`src/rtl/mc_pkg.sv`:
```
// Shared definitions for the multicycle controller: FSM states, opcode/funct values, ALU and mux encodings.
// S_JALEX only exists when MC_CTRL_JAL_EN is defined.
package mc_pkg;

  typedef enum logic [3:0] {
    S_FETCH,
    S_DECODE,
    S_MEMADR,
    S_MEMRD,
    S_MEMWB,
    S_MEMWR,
    S_RTYPEEX,
    S_RTYPEWB,
    S_BEQEX,
    S_BNEEX,
    S_IMMEX,
    S_IMMWB,
    S_JEX,
    S_ILLEGAL
`ifdef MC_CTRL_JAL_EN
    ,
    S_JALEX
`endif
  } state_t;

  localparam logic [5:0] OP_RTYPE = 6'b000000;
  localparam logic [5:0] OP_J     = 6'b000010;
  localparam logic [5:0] OP_JAL   = 6'b000011;
  localparam logic [5:0] OP_BEQ   = 6'b000100;
  localparam logic [5:0] OP_BNE   = 6'b000101;
  localparam logic [5:0] OP_ADDI  = 6'b001000;
  localparam logic [5:0] OP_ANDI  = 6'b001100;
  localparam logic [5:0] OP_ORI   = 6'b001101;
  localparam logic [5:0] OP_XORI  = 6'b001110;
  localparam logic [5:0] OP_LUI   = 6'b001111;
  localparam logic [5:0] OP_LW    = 6'b100011;
  localparam logic [5:0] OP_SW    = 6'b101011;

  localparam logic [5:0] FUNCT_ADD = 6'b100000;
  localparam logic [5:0] FUNCT_SUB = 6'b100010;
  localparam logic [5:0] FUNCT_AND = 6'b100100;
  localparam logic [5:0] FUNCT_OR  = 6'b100101;
  localparam logic [5:0] FUNCT_SLT = 6'b101010;

  localparam logic [3:0] ALU_ADD   = 4'b0000;
  localparam logic [3:0] ALU_SUB   = 4'b0001;
  localparam logic [3:0] ALU_RTYPE = 4'b0010;
  localparam logic [3:0] ALU_LUI   = 4'b0011;
  localparam logic [3:0] ALU_OR    = 4'b0100;
  localparam logic [3:0] ALU_AND   = 4'b0101;
  localparam logic [3:0] ALU_XOR   = 4'b0111;

  localparam logic [1:0] SRCB_REG    = 2'b00;
  localparam logic [1:0] SRCB_FOUR   = 2'b01;
  localparam logic [1:0] SRCB_IMM    = 2'b10;
  localparam logic [1:0] SRCB_BRANCH = 2'b11;

  localparam logic [1:0] PCSRC_ALU    = 2'b00;
  localparam logic [1:0] PCSRC_ALUOUT = 2'b01;
  localparam logic [1:0] PCSRC_JUMP   = 2'b10;

  localparam logic [1:0] REGDST_RT  = 2'b00;
  localparam logic [1:0] REGDST_RD  = 2'b01;
  localparam logic [1:0] REGDST_R31 = 2'b10;

  localparam logic [1:0] M2R_ALU = 2'b00;
  localparam logic [1:0] M2R_MEM = 2'b01;
  localparam logic [1:0] M2R_PC  = 2'b10;

  function automatic logic [3:0] imm_aluop(input logic [5:0] op);
    case (op)
      OP_ORI:  return ALU_OR;
      OP_ANDI: return ALU_AND;
      OP_XORI: return ALU_XOR;
      OP_LUI:  return ALU_LUI;
      default: return ALU_ADD;
    endcase
  endfunction

  // Logical immediates are zero-extended; addi (and lui, which shifts) use sign extension.
  function automatic logic imm_zeroext(input logic [5:0] op);
    return (op == OP_ANDI) || (op == OP_ORI) || (op == OP_XORI);
  endfunction

endpackage

```
`src/rtl/mc_controller.sv`:
```
// Multicycle MIPS-style Moore controller; pcen/irwrite/memwrite also see mem_ready/zero in the current cycle.
// Define MC_CTRL_JAL_EN to add the JALEX state; otherwise jal decodes as illegal.
module mc_controller
  import mc_pkg::*;
(
  input  logic       clk,
  input  logic       reset_n,
  input  logic [5:0] op,
  input  logic [5:0] funct,
  input  logic       zero,
  input  logic       mem_ready,
  output logic       pcen,
  output logic       irwrite,
  output logic       regwrite,
  output logic       memwrite,
  output logic       iord,
  output logic       alusrca,
  output logic       zeroext,
  output logic       illegal,
  output logic [1:0] alusrcb,
  output logic [1:0] pcsrc,
  output logic [1:0] regdst,
  output logic [1:0] memtoreg,
  output logic [3:0] aluop
);

  state_t state_q, state_d;
  logic   pcen_c, irwrite_c, regwrite_c, memwrite_c, illegal_c;

  // The ALU decoder resolves funct on its own; the controller never needs it.
  logic unused_funct;
  assign unused_funct = ^funct;

  always_comb begin
    state_d = state_q;
    case (state_q)
      S_FETCH:  if (mem_ready) state_d = S_DECODE;
      S_DECODE: begin
        case (op)
          OP_LW, OP_SW:                               state_d = S_MEMADR;
          OP_RTYPE:                                   state_d = S_RTYPEEX;
          OP_BEQ:                                     state_d = S_BEQEX;
          OP_BNE:                                     state_d = S_BNEEX;
          OP_ADDI, OP_ANDI, OP_ORI, OP_XORI, OP_LUI:  state_d = S_IMMEX;
          OP_J:                                       state_d = S_JEX;
`ifdef MC_CTRL_JAL_EN
          OP_JAL:                                     state_d = S_JALEX;
`endif
          default:                                    state_d = S_ILLEGAL;
        endcase
      end
      S_MEMADR:  state_d = (op == OP_LW) ? S_MEMRD : S_MEMWR;
      S_MEMRD:   if (mem_ready) state_d = S_MEMWB;
      S_MEMWR:   if (mem_ready) state_d = S_FETCH;
      S_RTYPEEX: state_d = S_RTYPEWB;
      S_IMMEX:   state_d = S_IMMWB;
      default:   state_d = S_FETCH;
    endcase
  end

  always_ff @(posedge clk or negedge reset_n) begin
    if (!reset_n) state_q <= S_FETCH;
    else          state_q <= state_d;
  end

  always_comb begin
    pcen_c     = 1'b0;
    irwrite_c  = 1'b0;
    regwrite_c = 1'b0;
    memwrite_c = 1'b0;
    illegal_c  = 1'b0;
    iord       = 1'b0;
    alusrca    = 1'b0;
    zeroext    = 1'b0;
    alusrcb    = SRCB_REG;
    pcsrc      = PCSRC_ALU;
    regdst     = REGDST_RT;
    memtoreg   = M2R_ALU;
    aluop      = ALU_ADD;
    case (state_q)
      S_FETCH: begin
        alusrcb   = SRCB_FOUR;
        irwrite_c = mem_ready;
        pcen_c    = mem_ready;
      end
      S_DECODE: alusrcb = SRCB_BRANCH;
      S_MEMADR: begin
        alusrca = 1'b1;
        alusrcb = SRCB_IMM;
      end
      S_MEMRD: iord = 1'b1;
      S_MEMWB: begin
        regwrite_c = 1'b1;
        regdst     = REGDST_RT;
        memtoreg   = M2R_MEM;
      end
      S_MEMWR: begin
        iord       = 1'b1;
        memwrite_c = 1'b1;
      end
      S_RTYPEEX: begin
        alusrca = 1'b1;
        alusrcb = SRCB_REG;
        aluop   = ALU_RTYPE;
      end
      S_RTYPEWB: begin
        regwrite_c = 1'b1;
        regdst     = REGDST_RD;
        memtoreg   = M2R_ALU;
      end
      S_BEQEX, S_BNEEX: begin
        alusrca = 1'b1;
        alusrcb = SRCB_REG;
        aluop   = ALU_SUB;
        pcsrc   = PCSRC_ALUOUT;
        pcen_c  = (state_q == S_BEQEX) ? zero : ~zero;
      end
      // IMMWB keeps the ALU set up as in IMMEX so the result stays valid through the write.
      S_IMMEX, S_IMMWB: begin
        alusrca    = 1'b1;
        alusrcb    = SRCB_IMM;
        aluop      = imm_aluop(op);
        zeroext    = imm_zeroext(op);
        regwrite_c = (state_q == S_IMMWB);
        regdst     = REGDST_RT;
      end
      S_JEX: begin
        pcsrc  = PCSRC_JUMP;
        pcen_c = 1'b1;
      end
      S_ILLEGAL: illegal_c = 1'b1;
`ifdef MC_CTRL_JAL_EN
      S_JALEX: begin
        regwrite_c = 1'b1;
        regdst     = REGDST_R31;
        memtoreg   = M2R_PC;
        pcsrc      = PCSRC_JUMP;
        pcen_c     = 1'b1;
      end
`endif
      default: ;
    endcase
  end

  // Write strobes are killed the moment reset asserts, even if mem_ready is high.
  assign pcen     = pcen_c     & reset_n;
  assign irwrite  = irwrite_c  & reset_n;
  assign regwrite = regwrite_c & reset_n;
  assign memwrite = memwrite_c & reset_n;
  assign illegal  = illegal_c  & reset_n;

endmodule

```
`config.mk`:
```
export PLATFORM = sky130hd
export DESIGN_NAME = mc_controller
export DESIGN_NICKNAME = d
export VERILOG_FILES = /design/src/rtl/mc_pkg.sv /design/src/rtl/mc_controller.sv
export SDC_FILE = /design/constraint.sdc
export NUM_CORES = 1
export LEC_CHECK = 0
export CAP_MARGIN = 40
export CORE_UTILIZATION = 41
export CTS_CLUSTER_DIAMETER = 100
export CTS_CLUSTER_SIZE = 24
export DETAILED_ROUTE_END_ITERATION = 12
export PLACE_DENSITY = 0.89
export SETUP_SLACK_MARGIN = 0.5
export SLEW_MARGIN = 30
export SYNTH_ARGS = -nofsm -noshare
export SYNTH_HDL_FRONTEND = slang
export SYNTH_SLANG_ARGS = --single-unit
```
`constraint.sdc`:
```
create_clock -name clk -period 2.1 [get_ports clk]
set_input_delay 0.42 -clock clk [delete_from_list [all_inputs] [get_ports clk]]
set_output_delay 0.42 -clock clk [all_outputs]
set_load 0.01 [all_outputs]
```
# Word-level counts from Yosys, hierarchy flattened
# Index checks and enable logic that the tools add are counted.
classes:
  bitwise_logic: 6
  mux: 21
  n_reduce_logical: 13
  eq_ne: 26
ops:
  columns: ["cell", "count"]
  rows:
  - ["$eq A6 B4 Y1 const B", 5]
  - ["$pmux W4 S7", 1]
  - ["$eq A4 B4 Y1 const B", 6]
  - ["$pmux W4 S6", 1]
  - ["$eq A4 B3 Y1 const B", 4]
  - ["$eq A6 B3 Y1 const B", 2]
  - ["$eq A6 B6 Y1 const B", 2]
  - ["$mux W4", 3]
  - ["$pmux W3 S4", 1]
  - ["$reduce_or A2 Y1", 5]
  - ["$mux W1", 9]
  - ["$pmux W3 S3", 1]
  - ["$eq A4 B2 Y1 const B", 2]
  - ["$eq A6 B2 Y1 const B", 1]
  - ["$logic_not A6 Y1", 1]
  - ["$ne A2 B2 Y1 const B", 3]
  - ["$pmux W2 S3", 1]
  - ["$reduce_or A6 Y1", 1]
  - ["$and A1 B1 Y1", 5]
  - ["$reduce_or A5 Y1", 1]
  - ["$eq A4 B1 Y1 const B", 1]
  - ["$logic_not A4 Y1", 1]
  - ["$pmux W2 S2", 1]
  - ["$mux W3", 1]
  - ["other kinds (6)", 7]
totals:
  ff_bits: 4
  word_cells: 67
  in_bits: 16
  out_inout_bits: 20

# Longest topological paths before layout
logic_depth:
  depth_word: 4
  mapped_depth: 6
  mapped_depth_nobuf: 5

# Worst setup path after synthesis
# OpenSTA, ideal clock, no wires.
synth_path:
  path_type: "register to output"
  start: "register state_q[3]"
  end: "output port pcen"
  required_ps: 1680
  n_path_buf: 1
  setup_slack_ps: 429
  path_stages_with_launch: 6
  t_arrival_ps: 1251
  cell_sequence: "dfrtp_1 -> clkbuf_8 -> nor2_1 -> nand3_1 -> nor3_1 -> a21o_1"
synth_between:
  elab_chain_len: 4
  word_cells_on_any_way: 8
  cone_classes: "eq/ne (3); mux (2); bitwise (1); reduce/logical (2)"
synth_lines:
  columns: ["item", "line", "text"]
  rows:
  - ["from (decl)", "mc_controller.sv:27", "state_t state_q, state_d;"]
  - ["from (signal assigned)", "mc_controller.sv:63", "else state_q <= state_d;"]
  - ["$eq A4 B4 Y1, on equally long branches", "mc_controller.sv:80, mc_controller.sv:116", null]
  - ["$mux W1 or $reduce_or A2 Y1 (tied branches)", "mc_controller.sv:116, mc_controller.sv:80", null]
  - ["$pmux W1 S3 (*)", "mc_controller.sv:80", "case (state_q)"]
  - ["$and A1 B1 Y1 (*)", "mc_controller.sv:146", "assign pcen = pcen_c & reset_n;"]
  - ["to (decl)", "mc_controller.sv:12", "output logic pcen,"]
# Every way passes the cells marked *; elsewhere a longest branch is shown, timed or not.

# Worst setup path after layout
layout_path:
  start: "register state_q[3]"
  end: "output port aluop[2]"
layout_between:
  elab_chain_len: 3
  word_cells_on_any_way: 8
  cone_classes: "eq/ne (5); mux (1); reduce/logical (2)"
layout_lines:
  columns: ["item", "line", "text"]
  rows:
  - ["$eq A4 B4 Y1", "mc_controller.sv:80", null]
  - ["$reduce_or A2 Y1, on equally long branches", null, null]
  - ["$pmux W3 S3 (*)", "mc_controller.sv:80", null]
  - ["to (decl)", "mc_controller.sv:24", "output logic [3:0] aluop"]
# Marks and branches as above.

==> results.txt <==
----------------------------------------------------
[Worst setup path]
  Largest driver fanout on the critical path ... 6
  Required time of the worst setup path ... 1.68 ns
  Type of element launching the critical path ... flop
  Worst endpoint data arrival time ... 1.49 ns
  Cell class contributing the biggest share of worst-path delay ... flip-flops
  Most frequent cell on the critical path ... buf_6
  Critical-path cell list ... buf_6 > nand2_4 > buf_6 > a21oi_4 > and3_1 > buf_2
  Critical path's slowest cell ... dfrtp_2
  Crit-path max cell delay ... 0.47 ns
  Worst setup path class ... reg -> out
  Worst setup EP type ... primary output
  Crit path buffers/inverters ... 3

[Clock network]
  Skew-Pair Late Insertion Delay ... 0.25 ns
  Sinks on the clock net ... 4
  Count of H-tree levels built during CTS ... 1
  CTS Buffer Depth ... 2
  Root Buffer ... clkbuf_4
  Number of buffers created by CTS ... 3
  Clock slew seen by the registers of the worst setup and hold paths ... 0.04 ns
  TritonCTS clock tree ... built

[Route]
  Final wirelength ... 4335 um
  Residual DRC count ... 0
  Post-route ant nets ... 0
  Via density ... 7.074
  Count of TritonRoute iterations in the first routing pass ... 7
  First-iteration detailed-routing DRC count ... 178
  Total vias in the final route ... 1238
  Routed WL per cell ... 24.77 um

[Global routing]
  Antenna violations before repair ... 0
  Pin count of the biggest net entering global routing ... 9
  Global-route total usage across every layer ... 35.82%
  Met2 demand-to-capacity share in global routing ... 63.13%
  Wire length of the first global-routing pass ... 4795 um
  Met3 GRT Util ... 6.087%
  GR peak layer ... met2
  Vias in the first global route ... 982
  Global Route met1 Usage ... 42.55%
  Remaining global-route overflow ... 0

[Placed design]
  Final weighted congestion in routability-driven placement ... 0.9409
  Placed cell count ... 149
  Port Buffer Count ... 26
  Final HPWL from detailed placement ... 1630 um

[Finish]
  Diodes inserted ... 0
  Post-layout instance count excluding filler cells ... 175
  Largest register by flop count ... state_q
  Top flop regs ... state_q x4
  Share of layout cells above drive strength 1 ... 65.63%
  Net total in the final layout ... 178
  Layout-stage area growth over the synthesis result ... 103.7%
  Flip-flop count of the largest register, all copies and words added ... 4

[Floorplan]
  Die X ... 41.72 um
  Placeable core region ... 1383 sq um
  Effective utilization at floorplan ... 46.79%
  Die footprint ... 1741 sq um
  Num ports ... 36
  FP Rows ... 13
  Vert. Die Dim ... 41.72 um

[Worst hold path]
  Type of the most critical hold path ... in -> async

[Power]
  Maximum VDD drop ... 0.0007709 V
  Total power after layout ... 0.001538 W
  Pwr dens ... 1168 nW/um^2
  Leakage power summed over all cells ... 0.6618 nW

[Timing]
  Max Fclk ... 523.1 MHz
  Final Skew ... 0.007288 ns
  RSZ-0062 raised after global routing ... yes
  Number of failing setup endpoints in the final timing report ... 0
  Total count of max-transition violations in the final report ... 0
  Hold slack final ... 0.3971 ns
  Portion of the clock cycle consumed by the worst path in the final layout ... 91.03%
  Final worst path period need ... 1.912 ns
  Hold Fails Final Rpt ... 0

[Logic synthesis]
  Distinct cell type count of the synthesized netlist ... 34
  Flop and latch count out of synthesis ... 4
  Synthesized netlist cell count ... 94
  Sequential element share of the synthesized area ... 15.47%
  Main synth FF type ... dfrtp_1
  Post-Syn Area per Cell ... 6.882 sq um
  Post-synthesis instance area ... 646.9 sq um
  Post-synth EDFFs ... 0
  Count of yosys warnings during synthesis ... 0
  Fraction of synthesis flops using an asynchronous set or reset pin ... 100.0%

[Outcome]
  Result of the run ... completed

[Run]
  Max-capacitance violation count ... 0

----------------------------------------------------
==> what timing repair did <==
| item | in CTS | in global routing |
|---|---|---|
| pin swaps | 16 | 10 |
| hold buffers | 0 | 0 |
| buffers inserted | 15 | 8 |
| setup endpoints to repair | 20 | 19 |
| gates resized for setup | 116 | 29 |
| hold endpoints to repair | 0 | 0 |
==> cell type report <==
cell class                 instances  area (sq um)
multi-input combinational         78         596.8
clock buffer                       3         22.52
tap                               15         18.77
timing repair buffer              71         556.8
sequential                         4         105.1
inverter                           4         17.52
fill                              38         65.06
==> cells in the mapped netlist (2+ instances only) <==
cell / count / area share (%)
nor2_1: 14 / 8.1
a21oi_1: 9 / 7.0
nand2_1: 7 / 4.1
nor3_1: 7 / 5.4
a21o_1: 4 / 4.6
buf_4: 4 / 4.6
dfrtp_1: 4 / 15
inv_1: 4 / 2.3
o21ai_0: 4 / 3.1
clkbuf_8: 3 / 6.4
o22ai_1: 3 / 2.9
o32ai_1: 3 / 4.1
and2_1: 2 / 1.9
and3_1: 2 / 1.9
buf_6: 2 / 3.5
nand2b_1: 2 / 1.9
nand3_1: 2 / 1.5
xor2_1: 2 / 2.7
==> per-layer routing <==
layer / routed length (um) / up-vias
li1: - / 464
met1: 1414 / 541
met2: 1787 / 169
met3: 721 / 64
met4: 412 / 0
met5: 0 / -
==> layout by cell type (no fill, tap or decap), types with 4 or more instances in the layout <==
| master | instances |
|---|---|
| dfrtp_2 | 4 |
| nand2_1 | 4 |
| a21o_1 | 4 |
| buf_6 | 14 |
| buf_4 | 31 |
| nor2_2 | 4 |
| dlygate4sd2_1 | 4 |
| a21oi_1 | 7 |
| buf_2 | 17 |
| nor2_1 | 8 |
==> final timing paths <==
| path | startpoint | endpoint | cells after the start | slack, ns |
|---|---|---|---|---|
| worst max-delay path | state_q[3] | aluop[2] | 6 | 0.19 |
| min in group clk | op[4] | state_q[0] | 4 | 0.72 |
| worst max register to register | state_q[3] | state_q[1] | 7 | 0.53 |
| max in group asynchronous | reset_n | state_q[3] | 3 | 1.58 |
| worst min register to register | state_q[3] | state_q[2] | 2 | 0.77 |
| worst min-delay path | reset_n | state_q[2] | 3 | 0.40 |
==> report_power, final <==
part           internal (W)  total (W)  switching (W)  leakage, nW
sequential         0.000110   0.000185      0.0000750       0.0465
combinational      0.000613    0.00125       0.000637        0.601
clock             0.0000644   0.000103      0.0000384       0.0138
total              0.000788    0.00154       0.000750        0.662
==> cells by family after synthesis <==
logic type | Yosys count | synth area share [%]
AOI/OAI and AO/OA | 29 | 28.44
xor gates and xnor gates | 3 | 4.063
buffers and inverters | 14 | 17.60
DFF | 4 | 15.47
muxes | 1 | 1.741
other | 1 | 0.5797
and+or+nand+nor | 42 | 32.11
==> tightest hold or removal path, cell delays in order <==
cell and delay, ns:
dlygate4sd2_1 0.25, buf_4 0.16, buf_4 0.14
==> stage by stage <==
step	setup TNS [ns]	util [%]	instance area, sq um	worst slack [ns]
6_report	0	95.29	1318	0.1883
5_1_grt	0	95.29	1318	0.05142
4_1_cts	0	84.34	1166	0.2923
3_5_place_dp	-1.864	72.67	1005	-0.4248
3_3_place_gp	-1.627	72.67	1005	-0.3867
2_1_floorplan	0	-	659.4	0.5116
Note: power is estimated with default switching activity, not from simulation.
